--- src/rtl/pipe_instr_tracker.sv ---
// Stage-instruction tracker for the five-stage MIPS pipeline: carries E/M/W instructions with
// their destination register and remaining new-value latency, plus a saturating stall counter.
module pipe_instr_tracker (
   input  logic        clk,
   input  logic        reset,
   input  logic [31:0] d_I,
   input  logic        stall,
   output logic [31:0] ex_I,
   output logic [31:0] mem_I,
   output logic [31:0] wb_I,
   output logic [4:0]  ex_A3,
   output logic [4:0]  mem_A3,
   output logic [4:0]  wb_A3,
   output logic [1:0]  ex_Tnew,
   output logic [1:0]  mem_Tnew,
   output logic [31:0] stall_cnt
);

   // Returns {A3, Tnew}; lw vs subu share the value 0x23 but in different fields.
   function automatic logic [6:0] decode(input logic [31:0] instr);
      logic [6:0] res;
      res = 7'd0;
      case (instr[31:26])
         6'h00: begin
            case (instr[5:0])
               6'h21, 6'h23: res = {instr[15:11], 2'd1};
               6'h08:        res = 7'd0;
               default:      res = 7'd0;
            endcase
         end
         6'h0d, 6'h0f: res = {instr[20:16], 2'd1};
         6'h23:        res = {instr[20:16], 2'd2};
         6'h03:        res = {5'd31, 2'd0};
         default:      res = 7'd0;
      endcase
      return res;
   endfunction

   function automatic logic [1:0] sat_dec(input logic [1:0] x);
      return (x != 2'd0) ? (x - 2'd1) : 2'd0;
   endfunction

   logic [6:0] dec_s;

   // Combinational decode of the D-stage instruction.
   always_comb begin
      dec_s = decode(d_I);
   end

   // Pipeline stage registers and stall counter.
   always_ff @(posedge clk or posedge reset) begin
      if (reset) begin
         ex_I      <= 32'd0;
         ex_A3     <= 5'd0;
         ex_Tnew   <= 2'd0;
         mem_I     <= 32'd0;
         mem_A3    <= 5'd0;
         mem_Tnew  <= 2'd0;
         wb_I      <= 32'd0;
         wb_A3     <= 5'd0;
         stall_cnt <= 32'd0;
      end else begin
         if (stall) begin
            ex_I    <= 32'd0;
            ex_A3   <= 5'd0;
            ex_Tnew <= 2'd0;
         end else begin
            ex_I    <= d_I;
            ex_A3   <= dec_s[6:2];
            ex_Tnew <= dec_s[1:0];
         end
         mem_I    <= ex_I;
         mem_A3   <= ex_A3;
         mem_Tnew <= sat_dec(ex_Tnew);
         wb_I     <= mem_I;
         wb_A3    <= mem_A3;
         // Saturate rather than wrap so long runs never under-report stalls.
         if (stall && (stall_cnt != 32'hFFFF_FFFF)) begin
            stall_cnt <= stall_cnt + 32'd1;
         end else begin
            stall_cnt <= stall_cnt;
         end
      end
   end

endmodule

--- config.mk ---
export PLATFORM = sky130hd
export DESIGN_NAME = pipe_instr_tracker
export DESIGN_NICKNAME = d
export VERILOG_FILES = /design/src/rtl/pipe_instr_tracker.sv
export SDC_FILE = /design/constraint.sdc
export NUM_CORES = 1
export LEC_CHECK = 0
export ABC_CLOCK_PERIOD_IN_PS = 4500
export CAP_MARGIN = 20
export CELL_PAD_IN_SITES_DETAIL_PLACEMENT = 0
export CELL_PAD_IN_SITES_GLOBAL_PLACEMENT = 1
export CORE_MARGIN = 2
export CORE_UTILIZATION = 31
export DETAILED_ROUTE_END_ITERATION = 10
export PLACE_DENSITY = 0.76
export SYNTH_ARGS = -nofsm -noshare
export SYNTH_HDL_FRONTEND = slang
export SYNTH_SLANG_ARGS = --single-unit
export TNS_END_PERCENT = 30
--- constraint.sdc ---
create_clock -name clk -period 4.5 [get_ports clk]
set_clock_uncertainty 0.15 [all_clocks]
set_input_delay 0.675 -clock clk [delete_from_list [all_inputs] [get_ports clk]]
set_output_delay 0.675 -clock clk [all_outputs]
set_load 0.1 [all_outputs]
# Yosys cells after proc, flatten, opt, wreduce, memory -nomap -nowiden
# Cells that the tools add are included.
[totals] ff_bits=147 output_inout_bits=147 elab_cells=29 inputBits=35
[classes] addsub=2 eq_ne=7 n_mux=6 n_reduce_logical=5
[op_table] cell="$add 32x1->32 const B" n=1
[op_table] cell="$mux 32" n=1
[op_table] cell="$ne 32x32->1 const B" n=1
[op_table] cell="$pmux 7 s4" n=1
[op_table] cell="$eq 6x6->1 const B" n=3
[op_table] cell="$eq 6x4->1 const B" n=2
[op_table] cell="$mux 7" n=1
[op_table] cell="$eq 6x2->1 const B" n=1
[op_table] cell="$logic_not 6->1" n=1
[op_table] cell="$mux 5" n=1
[op_table] cell="$mux 2" n=2
[op_table] cell="$reduce_or 2->1" n=2
[op_table] cell="$reduce_bool 2->1" n=1
[op_table] cell="$sub 2x1->2 const B" n=1
[op_table] cell="$logic_and 1x1->1" n=1

# Logic depth before layout (Yosys ltp)
# Gate-level depths: netlist (run 1).
[logic_depth] word_depth=5 ltp_mapped=8 depth_no_buf=6

# Worst setup path before layout (run 1)
# OpenSTA, ideal clock, no wires.
[synth_path] path_kind="register to register" start="register stall_cnt[0]" end="register stall_cnt[23]" arrival_ns=2.418 required_time_ns=4.188 stages_incl_launch_ff=7 setup_time_ns=0.162 setup_slack_ns=1.770 n_path_buf=0 period_less_slack_ns=2.730 cell_sequence="dfrtp_1 ha_1 and4_1 nand4_1 o311a_2 and4_4 xor2_1"
[synth_via] elab_chain_cells=2 elab_cells_between_ends=3 cone_classes="1 x add/sub; 1 x eq/ne; 1 x reduce/logical"
[synth_lines] element="start, declared" line="16" source="output logic [31:0] stall_cnt"
[synth_lines] element="start signal, assigned" line="79" source="stall_cnt <= stall_cnt + 32'd1;"
[synth_lines] element="start signal, assigned" line="81" source="stall_cnt <= stall_cnt;"
[synth_lines] element="branches (longest 2 deep; another with $add 32x1->32)"
# Parallel ways; which one is timed is not known.
# A chain may end at the register's enable or synchronous reset.

# Final worst setup path (run 1)
[layout_path] start="register stall_cnt[5]" end="output port stall_cnt[5]"
# No word-level cell between the ends.

==> impl_metrics.yaml, run 1 <==
layout:
  area_delta_synth_final_pct: 55.5
  layoutNonFillerInstCount: 748
  final_area_um2: 7530
  fillers: 1326
  postLayoutCoreUtil_pct: 49.4
  drive_above_1_share_pct: 8.19
  finalNetCount: 560
  diodes: 0
timing:
  fin_crit_ns: 2.88
  worstMarginPinSlew_ns: 1.02
  setup_viol: 0
  rsz0062_at_grt: "no"
  fin_crit_sh_pct: 64.1
  finalMaxSlewViolations: 0
  fmax_mhz: 347
  finalHoldViolCount: 0
  tns_ns: 0
  relSlewSlack_pct: 31.8
drt:
  viasPerCell: 4.41
  num_vias: 3297
  dr.pass1.iters: 4
  drtIter0Drc: 136
  highest_layer: "met4"
  met1_length_um: 4810
  drc_errors: 0
  drtAntennaViolNets: 0
  wl_met3_um: 595
  drt-total-wl_um: 11400
  wl_per_cell_um: 15.3
  wl_met2_um: 5800
clock_tree:
  ctsResizeCount: 0
  cts-root-buf: "clkbuf_16"
  clkTransAtPathRegs_ns: 0.06
  cts_made_buffers: 17
  cts.sinks: 147
  ctsHoldBuffers: 0
  postCtsSetupRepairBufs: 0
  ctsHtreeMaxLevel: 4
  insertion_delay_ns: 0.41
  cts_tree: "done"
  clock_path_buffers: 2
die:
  die_y_um: 129
  core_area_um2: 15300
  rows: 45
  start_util_pct: 31.8
  io_pins: 182
  die_area_um2: 16600
  die_w_um: 129
yosys:
  ys_async_sr_fraction_pct: 100
  syn-num-nets: 363
  synthAdderAreaFrac_pct: 0.258
  synth.distinct_cells: 34
  synth_top_family_by_area: "simple AND/OR/NAND/NOR gates"
  synthSimpleGateAreaFrac_pct: 14.9
  yosysWarnings: 0
  synth_seq_area_share_pct: 75.9
  ys_ff_latch: 147
  yosys.area_share.xor_xnor_pct: 5.24
  synth_compound_area_share_pct: 1.86
  synthCells: 327
  synth-edff-count: 0
  synth_area_per_cell_um2: 14.8
  synth_area_um2: 4850
  ys.flop_type: "dfrtp_1"
  muxShareOfSynthArea_pct: 0.697
placement:
  placed_area_um2: 6910
  hpwl_um: 8320
  dp.cells: 716
  port_buffers: 181
  globalplace.congestion: 0.795
power_and_ir_drop:
  p_per_area_nw_per_um2: 502
  p_leak_uw: 0.00326
  ir_drop_v: 0.000664
job:
  maxCapViolations: 0
worst_hold_path:
  hp-class: "reg2reg"
setup_path:
  critPathBufInv: 1
  startpoint_type: "flip-flop"
  crit_family: "buffers and inverters"
  cp_slowest_cell: "clkdlybuf4s50_1"
  critical_path_class: "reg2out"
  worst-path-max-fanout: 6
  cp_slowest_stage_delay_ns: 1.18
  crit_chain: "clkdlybuf4s50_1"
  worstSetupEndpointType: "primary output"
  required_ns: 3.67
  crit_arrival_ns: 2.06
run_status:
  outcome: "finished clean"
global_routing:
  overflow: 0
  grt_pass1_vias: 3424
  gr-usage-all-layers_pct: 14.0
  grt_pass1_wl_um: 17800
  grt_max_degree: 51
  antenna_found_initial: 0
sequential cells by signal, indices dropped and copies added, names as in the netlist:
register / count
ex_I: 32
mem_I: 32
stall_cnt: 32
wb_I: 32
ex_A3: 5
mem_A3: 5
wb_A3: 5
ex_Tnew: 2
mem_Tnew: 2
path summary, 6_finish.rpt:
check	to	depth (start not counted)	start	slack, ns
setup reg to reg	stall_cnt[1]$_DFFE_PP0P_	5	stall_cnt[0]$_DFFE_PP0P_	2.11
max in group asynchronous	stall_cnt[24]$_DFFE_PP0P_	3	reset	2.50
hold reg to reg	mem_I[20]$_DFF_PP0_	0	ex_I[20]$_DFF_PP0_	0.22
setup / recovery	stall_cnt[5]	1	stall_cnt[5]$_DFFE_PP0P_	1.62
hold / removal	mem_I[20]$_DFF_PP0_	0	ex_I[20]$_DFF_PP0_	0.22
min in group asynchronous	ex_I[3]$_DFF_PP0_	2	reset	0.59
cell usage after synthesis, types with 2 or more instances:
| library cell | count | area, µm² |
|---|---|---|
| a21oi_1 | 6 | 30.0 |
| and2_1 | 4 | 25.0 |
| and3_1 | 6 | 37.5 |
| and4_1 | 8 | 70.1 |
| clkbuf_1 | 4 | 15.0 |
| dfrtp_1 | 147 | 3680 |
| inv_1 | 2 | 7.51 |
| mux2_2 | 3 | 33.8 |
| nand2_1 | 20 | 75.1 |
| nand2b_1 | 2 | 12.5 |
| nand3_1 | 6 | 30.0 |
| nand3_2 | 3 | 30.0 |
| nand4_1 | 15 | 93.8 |
| nor2_1 | 11 | 41.3 |
| nor2b_1 | 34 | 213 |
| nor3_1 | 7 | 35.0 |
| o21ai_0 | 5 | 25.0 |
| xnor2_1 | 22 | 193 |
| xor2_1 | 7 | 61.3 |
area by class of cell:
class | count | area (µm²) | area share, %
Tap cell | 211 | 264 | 3.50
Clock inverter | 12 | 178 | 2.36
Inverter | 2 | 11.3 | 0.149
Timing Repair Buffer | 185 | 1840 | 24.4
Multi-Input combinational cell | 171 | 1110 | 14.8
Sequential cell | 147 | 3680 | 48.8
Clock buffer | 20 | 447 | 5.93
placed cells by master, fill, tap and decap left out, types with 3 or more instances in the layout:
cell / n
dfrtp_1: 147
clkdlybuf4s50_1: 181
nor2_1: 11
nand3_1: 6
bufinv_16: 4
nand3_2: 3
nor3_1: 7
a21oi_1: 6
buf_4: 4
clkinv_2: 3
nand4_1: 15
clkbuf_16: 17
nor2b_1: 34
o21ai_0: 5
xnor2_1: 22
and4_1: 8
xor2_1: 7
and3_1: 6
mux2_2: 3
and2_1: 4
nand2_1: 20
metrics by stage:
| stage | hold slack [ns] | power (µW) | setup WS [ns] |
|---|---|---|---|
| 2_1_floorplan | 0.591 | 2100 | 1.77 |
| 3_3_place_gp | 0.208 | 2320 | 1.46 |
| 3_5_place_dp | 0.209 | 2330 | 1.41 |
| 4_1_cts | 0.221 | 3830 | 1.59 |
| 5_1_grt | 0.228 | 3910 | 1.55 |
| 6_report | 0.219 | 3780 | 1.62 |
report_power, final:
| group | switching, µW | internal (µW) |
|---|---|---|
| combinational | 652 | 188 |
| clock | 532 | 945 |
| sequential | 65.5 | 1400 |
| total | 1250 | 2530 |
cells by family after synthesis:
group	Yosys count
fa+ha+maj	1
simple gates	123
mux	3
compound gates	15
buf+inv	9
xor+xnor	29
flops	147
routing by layer:
| layer | GRT usage [%] | vias to the layer above |
|---|---|---|
| met2 | 23.0 | 126 |
| met4 | 6.14 | 0 |
| met3 | 4.00 | 17 |
| met5 | 0 | - |
| met1 | 17.4 | 1657 |
| li1 | - | 1497 |
Note: power is estimated with default switching activity, not from simulation.
==> run 2: changes to the inputs <==
--- a/config.mk
+++ b/config.mk
@@ -5,7 +5,7 @@
 export SDC_FILE = /design/constraint.sdc
 export NUM_CORES = 1
 export LEC_CHECK = 0
-export ABC_CLOCK_PERIOD_IN_PS = 4500
+export ABC_CLOCK_PERIOD_IN_PS = 2400
 export CAP_MARGIN = 20
 export CELL_PAD_IN_SITES_DETAIL_PLACEMENT = 0
 export CELL_PAD_IN_SITES_GLOBAL_PLACEMENT = 1
==> constraint.sdc (replaced) <==
create_clock -name clk -period 2.4 [get_ports clk]
set_clock_uncertainty 0.15 [all_clocks]
set_input_delay 0.36 -clock clk [delete_from_list [all_inputs] [get_ports clk]]
set_output_delay 0.36 -clock clk [all_outputs]
set_load 0.1 [all_outputs]
==> impl_metrics.yaml, run 2 (synthesis gave the netlist of run 1 again) <==
setup_path:
  crit_family: "compound AO/OA/AOI/OAI gates"
  r2r-end: "stall_cnt[1]$_DFFE_PP0P_"
  worst-path-max-fanout: 17
  startpoint_type: "flip-flop"
  critPathBufInv: 0
  rrSetupSlack_ns: 0.19
  critical_path_class: "reg2reg"
  cp_slowest_cell: "o31a_2"
  worstSetupEndpointType: "flip-flop"
  cp_slowest_stage_delay_ns: 0.51
  crit_chain: "ha_1 > and4_1 > nand4_1 > o31a_2 > mux2_2"
  rr_startpoint: "stall_cnt[0]$_DFFE_PP0P_"
  required_ns: 2.56
  reg2reg_depth: 5
  crit_arrival_ns: 2.37
global_routing:
  grt_pass1_wl_um: 17400
  grt_pass1_vias: 3321
  antenna_found_initial: 0
  overflow: 0
  gr-usage-all-layers_pct: 13.9
  grt_max_degree: 89
timing:
  fin_crit_sh_pct: 92.0
  rsz0062_at_grt: "no"
  fmax_mhz: 453
  worstMarginPinSlew_ns: 0.724
  hold_slack_ns: 0.0947
  fin_crit_ns: 2.21
  relSlewSlack_pct: 51.3
  setup_viol: 0
  finalMaxSlewViolations: 0
  finalHoldViolCount: 0
clock_tree:
  cts.sinks: 147
  clock_path_buffers: 2
  cts_made_buffers: 17
  postCtsSetupRepairBufs: 0
  ctsHtreeMaxLevel: 4
  clkTransAtPathRegs_ns: 0.06
  cts-root-buf: "clkbuf_16"
  insertion_delay_ns: 0.42
  cts_tree: "done"
drt:
  drtIter0Drc: 112
  highest_layer: "met4"
  wl_met2_um: 5640
  met1_length_um: 4710
  drc_errors: 0
  drtAntennaViolNets: 0
  wl_met3_um: 815
  drt-total-wl_um: 11400
  viasPerCell: 4.43
  wl_per_cell_um: 15.1
  dr.pass1.iters: 4
  num_vias: 3329
layout:
  final_area_um2: 7220
  final_common_cell: "buf_4"
  finalNetCount: 565
  postLayoutCoreUtil_pct: 47.3
  fillers: 1364
  drive_above_1_share_pct: 36.4
  diodes: 0
  area_delta_synth_final_pct: 49.0
  final_cell_mix: "buf_4, dfrtp_1, nor2b_1, clkdlybuf4s50_1, xnor2_1"
worst_hold_path:
  hp-class: "in2async"
placement:
  globalplace.congestion: 0.806
  placed_area_um2: 6600
  hpwl_um: 8360
  port_buffers: 181
power_and_ir_drop:
  p_per_area_nw_per_um2: 973
  ir_drop_v: 0.000935
  p_leak_uw: 0.00353
die:
  core_area_um2: 15300
  die_w_um: 129
  io_pins: 182
  die_y_um: 129
  die_area_um2: 16600
  rows: 45
  start_util_pct: 31.8
job:
  maxCapViolations: 0
run_status:
  outcome: "finished clean"
-- run 2: cell types whose count changed in the layout (fill, tap and decap cells not counted), moves of 2 or more --
cell	before	now
clkinv_2	3	0
buf_12	0	2
buf_4	4	154
inv_8	0	2
clkdlybuf4s50_1	181	34
-- run 2: final cells by class --
cell class,instances,area (µm²),share of cell area (%)
clock buffer,19,443,6.14
clock inverter,12,171,2.37
inverter,2,11.3,0.156
multi-input combinational,171,1110,15.4
sequential,147,3680,51.0
tap,211,264,3.66
timing repair buffer,190,1540,21.3
-- run 2: worst max path at each step --
stage | from | to | slack (ns) | cells after the start
2_1_floorplan | stall_cnt[0]$_DFFE_PP0P_ | stall_cnt[23]$_DFFE_PP0P_ | -0.33 | 6
3_3_place_gp | stall | stall_cnt[26]$_DFFE_PP0P_ | 0.08 | 6
3_5_place_dp | d_I[29] | ex_A3[0]$_DFF_PP0_ | 0.002 | 6
4_1_cts | stall_cnt[0]$_DFFE_PP0P_ | stall_cnt[1]$_DFFE_PP0P_ | 0.02 | 5
5_1_grt | stall_cnt[16]$_DFFE_PP0P_ | stall_cnt[22]$_DFFE_PP0P_ | 0.03 | 5
6_report | stall_cnt[0]$_DFFE_PP0P_ | stall_cnt[1]$_DFFE_PP0P_ | 0.19 | 5
-- run 2: per-layer routing --
metal,GRT usage [%],vias up
li1,-,1510
met1,17.0,1672
met2,22.0,127
met3,5.37,20
met4,6.39,0
met5,0,-
-- run 2: power by group --
part           internal, µW  switching [µW]  leakage [µW]
clock                  1680            1060      0.000294
combinational           312            1220       0.00130
sequential             2620             123       0.00194
total                  4610            2410       0.00353
-- run 2: what timing repair did --
item                       CTS  global route
resized for setup            0             1
setup endpoints to repair    0            16
hold buffers                 0             0
-- run 2: metrics by stage --
step                std cells  setup slack, ns  total power [µW]  TNS [ns]
finish                    752            0.192              7020         0
detailed placement        721          0.00243              4330         0
floorplan                 327           -0.330              3940     -5.67
global route              752           0.0313              7270         0
CTS                       752           0.0167              7090         0
global placement          721           0.0763              4310         0
==> run 3: changes to the inputs <==
--- a/config.mk
+++ b/config.mk
@@ -9,6 +9,7 @@
 export CAP_MARGIN = 20
 export CELL_PAD_IN_SITES_DETAIL_PLACEMENT = 0
 export CELL_PAD_IN_SITES_GLOBAL_PLACEMENT = 1
+export CORE_ASPECT_RATIO = 0.75
 export CORE_MARGIN = 2
 export CORE_UTILIZATION = 31
 export DETAILED_ROUTE_END_ITERATION = 10
==> impl_metrics.yaml, run 3 (synthesis gave the netlist of run 1 again) <==
clock_tree:
  ctsHoldBuffers: 0
  ctsHtreeMaxLevel: 4
  cts_made_buffers: 17
  clkTransAtPathRegs_ns: 0.06
  insertion_delay_ns: 0.42
  cts_tree: "done"
  clock_path_buffers: 2
  cts-root-buf: "clkbuf_16"
  postCtsSetupRepairBufs: 0
  ctsResizeCount: 0
  cts.sinks: 147
layout:
  final_common_cell: "buf_4"
  area_delta_synth_final_pct: 49.1
  final_area_um2: 7230
  final_cell_mix: "buf_4, dfrtp_1, nor2b_1"
  diodes: 0
  drive_above_1_share_pct: 37.2
  finalNetCount: 568
power_and_ir_drop:
  p_per_area_nw_per_um2: 971
  ir_drop_v: 0.000699
  p_leak_uw: 0.00355
  total_power_uw: 7020
setup_path:
  critical_path_class: "reg2reg"
  worstSetupEndpointType: "flip-flop"
  worst-path-max-fanout: 6
  startpoint_type: "flip-flop"
  crit_arrival_ns: 2.25
  required_ns: 2.55
drt:
  viasPerCell: 4.38
  drc_errors: 0
  drtIter0Drc: 104
  num_vias: 3286
  dr.pass1.iters: 5
  drtAntennaViolNets: 0
  wl_per_cell_um: 16.1
  drt-total-wl_um: 12100
timing:
  finalHoldViolCount: 0
  worst_slack_ns: 0.302
  rsz0062_at_grt: "no"
  fmax_mhz: 477
  fin_crit_sh_pct: 87.4
  tns_ns: 0
  setup_viol: 0
  relSlewSlack_pct: 65.7
  fin_crit_ns: 2.10
  finalMaxSlewViolations: 0
  worstMarginPinSlew_ns: 0.513
die:
  start_util_pct: 31.7
  core_area_um2: 15300
  die_area_um2: 16700
  io_pins: 182
  die_w_um: 148
  die_y_um: 112
  rows: 39
worst_hold_path:
  hp-class: "reg2reg"
run_status:
  outcome: "finished clean"
global_routing:
  gr-usage-all-layers_pct: 15.5
  overflow: 0
  grt_pass1_wl_um: 19300
  grt_max_degree: 77
  grt_pass1_vias: 3463
  antenna_found_initial: 0
job:
  maxCapViolations: 0
placement:
  hpwl_um: 8850
  globalplace.congestion: 0.767
  port_buffers: 181
  placed_area_um2: 6610
  pre_cts_ws_ns: -0.112
-- run 3: cell count changes in the layout (fill, tap and decap cells not counted) --
cell,previous run,this run
clkdlybuf4s50_1,34,33
buf_4,154,157
inv_8,2,1
clkinvlp_4,3,1
buf_2,0,1
clkbuf_1,1,0
inv_6,3,8
bufinv_16,3,2
clkbuf_8,1,2
-- run 3: critical path, cell delays in order, from the launching register on --
cell and delay [ns]:
dfrtp_1 0.35, ha_1 0.18, and4_1 0.29, nand4_1 0.18, o311a_2 0.48, and4_4 0.22
xor2_1 0.14
-- run 3: per-stage QoR --
step                      utilization [%]  hold slack, ns  std cells
after floorplan                         -           0.276        327
after global placement               43.3           0.209        718
after detailed placement             43.3           0.209        718
after CTS                            47.3           0.223        750
after global routing                 47.3           0.238        750
final                                47.3           0.223        750
-- run 3: layout make-up --
type | instances | area (µm²)
clock buffer | 19 | 453
clock inverter | 13 | 159
fill | 1354 | 8050
inverter | 2 | 11.3
multi-input combinational | 171 | 1110
sequential | 147 | 3680
tap | 205 | 256
timing repair buffer | 193 | 1550
-- run 3: path summary, 6_finish.rpt --
path                       slack [ns]                     start                        end  cells past startpoint
min in group asynchronous        0.28                     reset         mem_I[6]$_DFF_PP0_                      3
setup / recovery                 0.30  stall_cnt[1]$_DFFE_PP0P_  stall_cnt[23]$_DFFE_PP0P_                      6
max in group asynchronous        1.49                     reset  stall_cnt[16]$_DFFE_PP0P_                      3
hold / removal                   0.22       mem_I[15]$_DFF_PP0_         wb_I[15]$_DFF_PP0_                      0
hold reg to reg                  0.22       mem_I[15]$_DFF_PP0_         wb_I[15]$_DFF_PP0_                      0
setup reg to reg                 0.30  stall_cnt[1]$_DFFE_PP0P_  stall_cnt[23]$_DFFE_PP0P_                      6
-- run 3: layer usage --
metal,track usage (%),part of all wire (%)
met4,5.71,1.6
met1,19.3,43
met2,24.9,48
met5,0,0
met3,5.73,7.3
-- run 3: where the power goes --
part	switching, µW	internal [µW]	total (µW)
combinational	1240	331	1570
clock	1100	1620	2720
sequential	109	2620	2730
total	2450	4570	7020
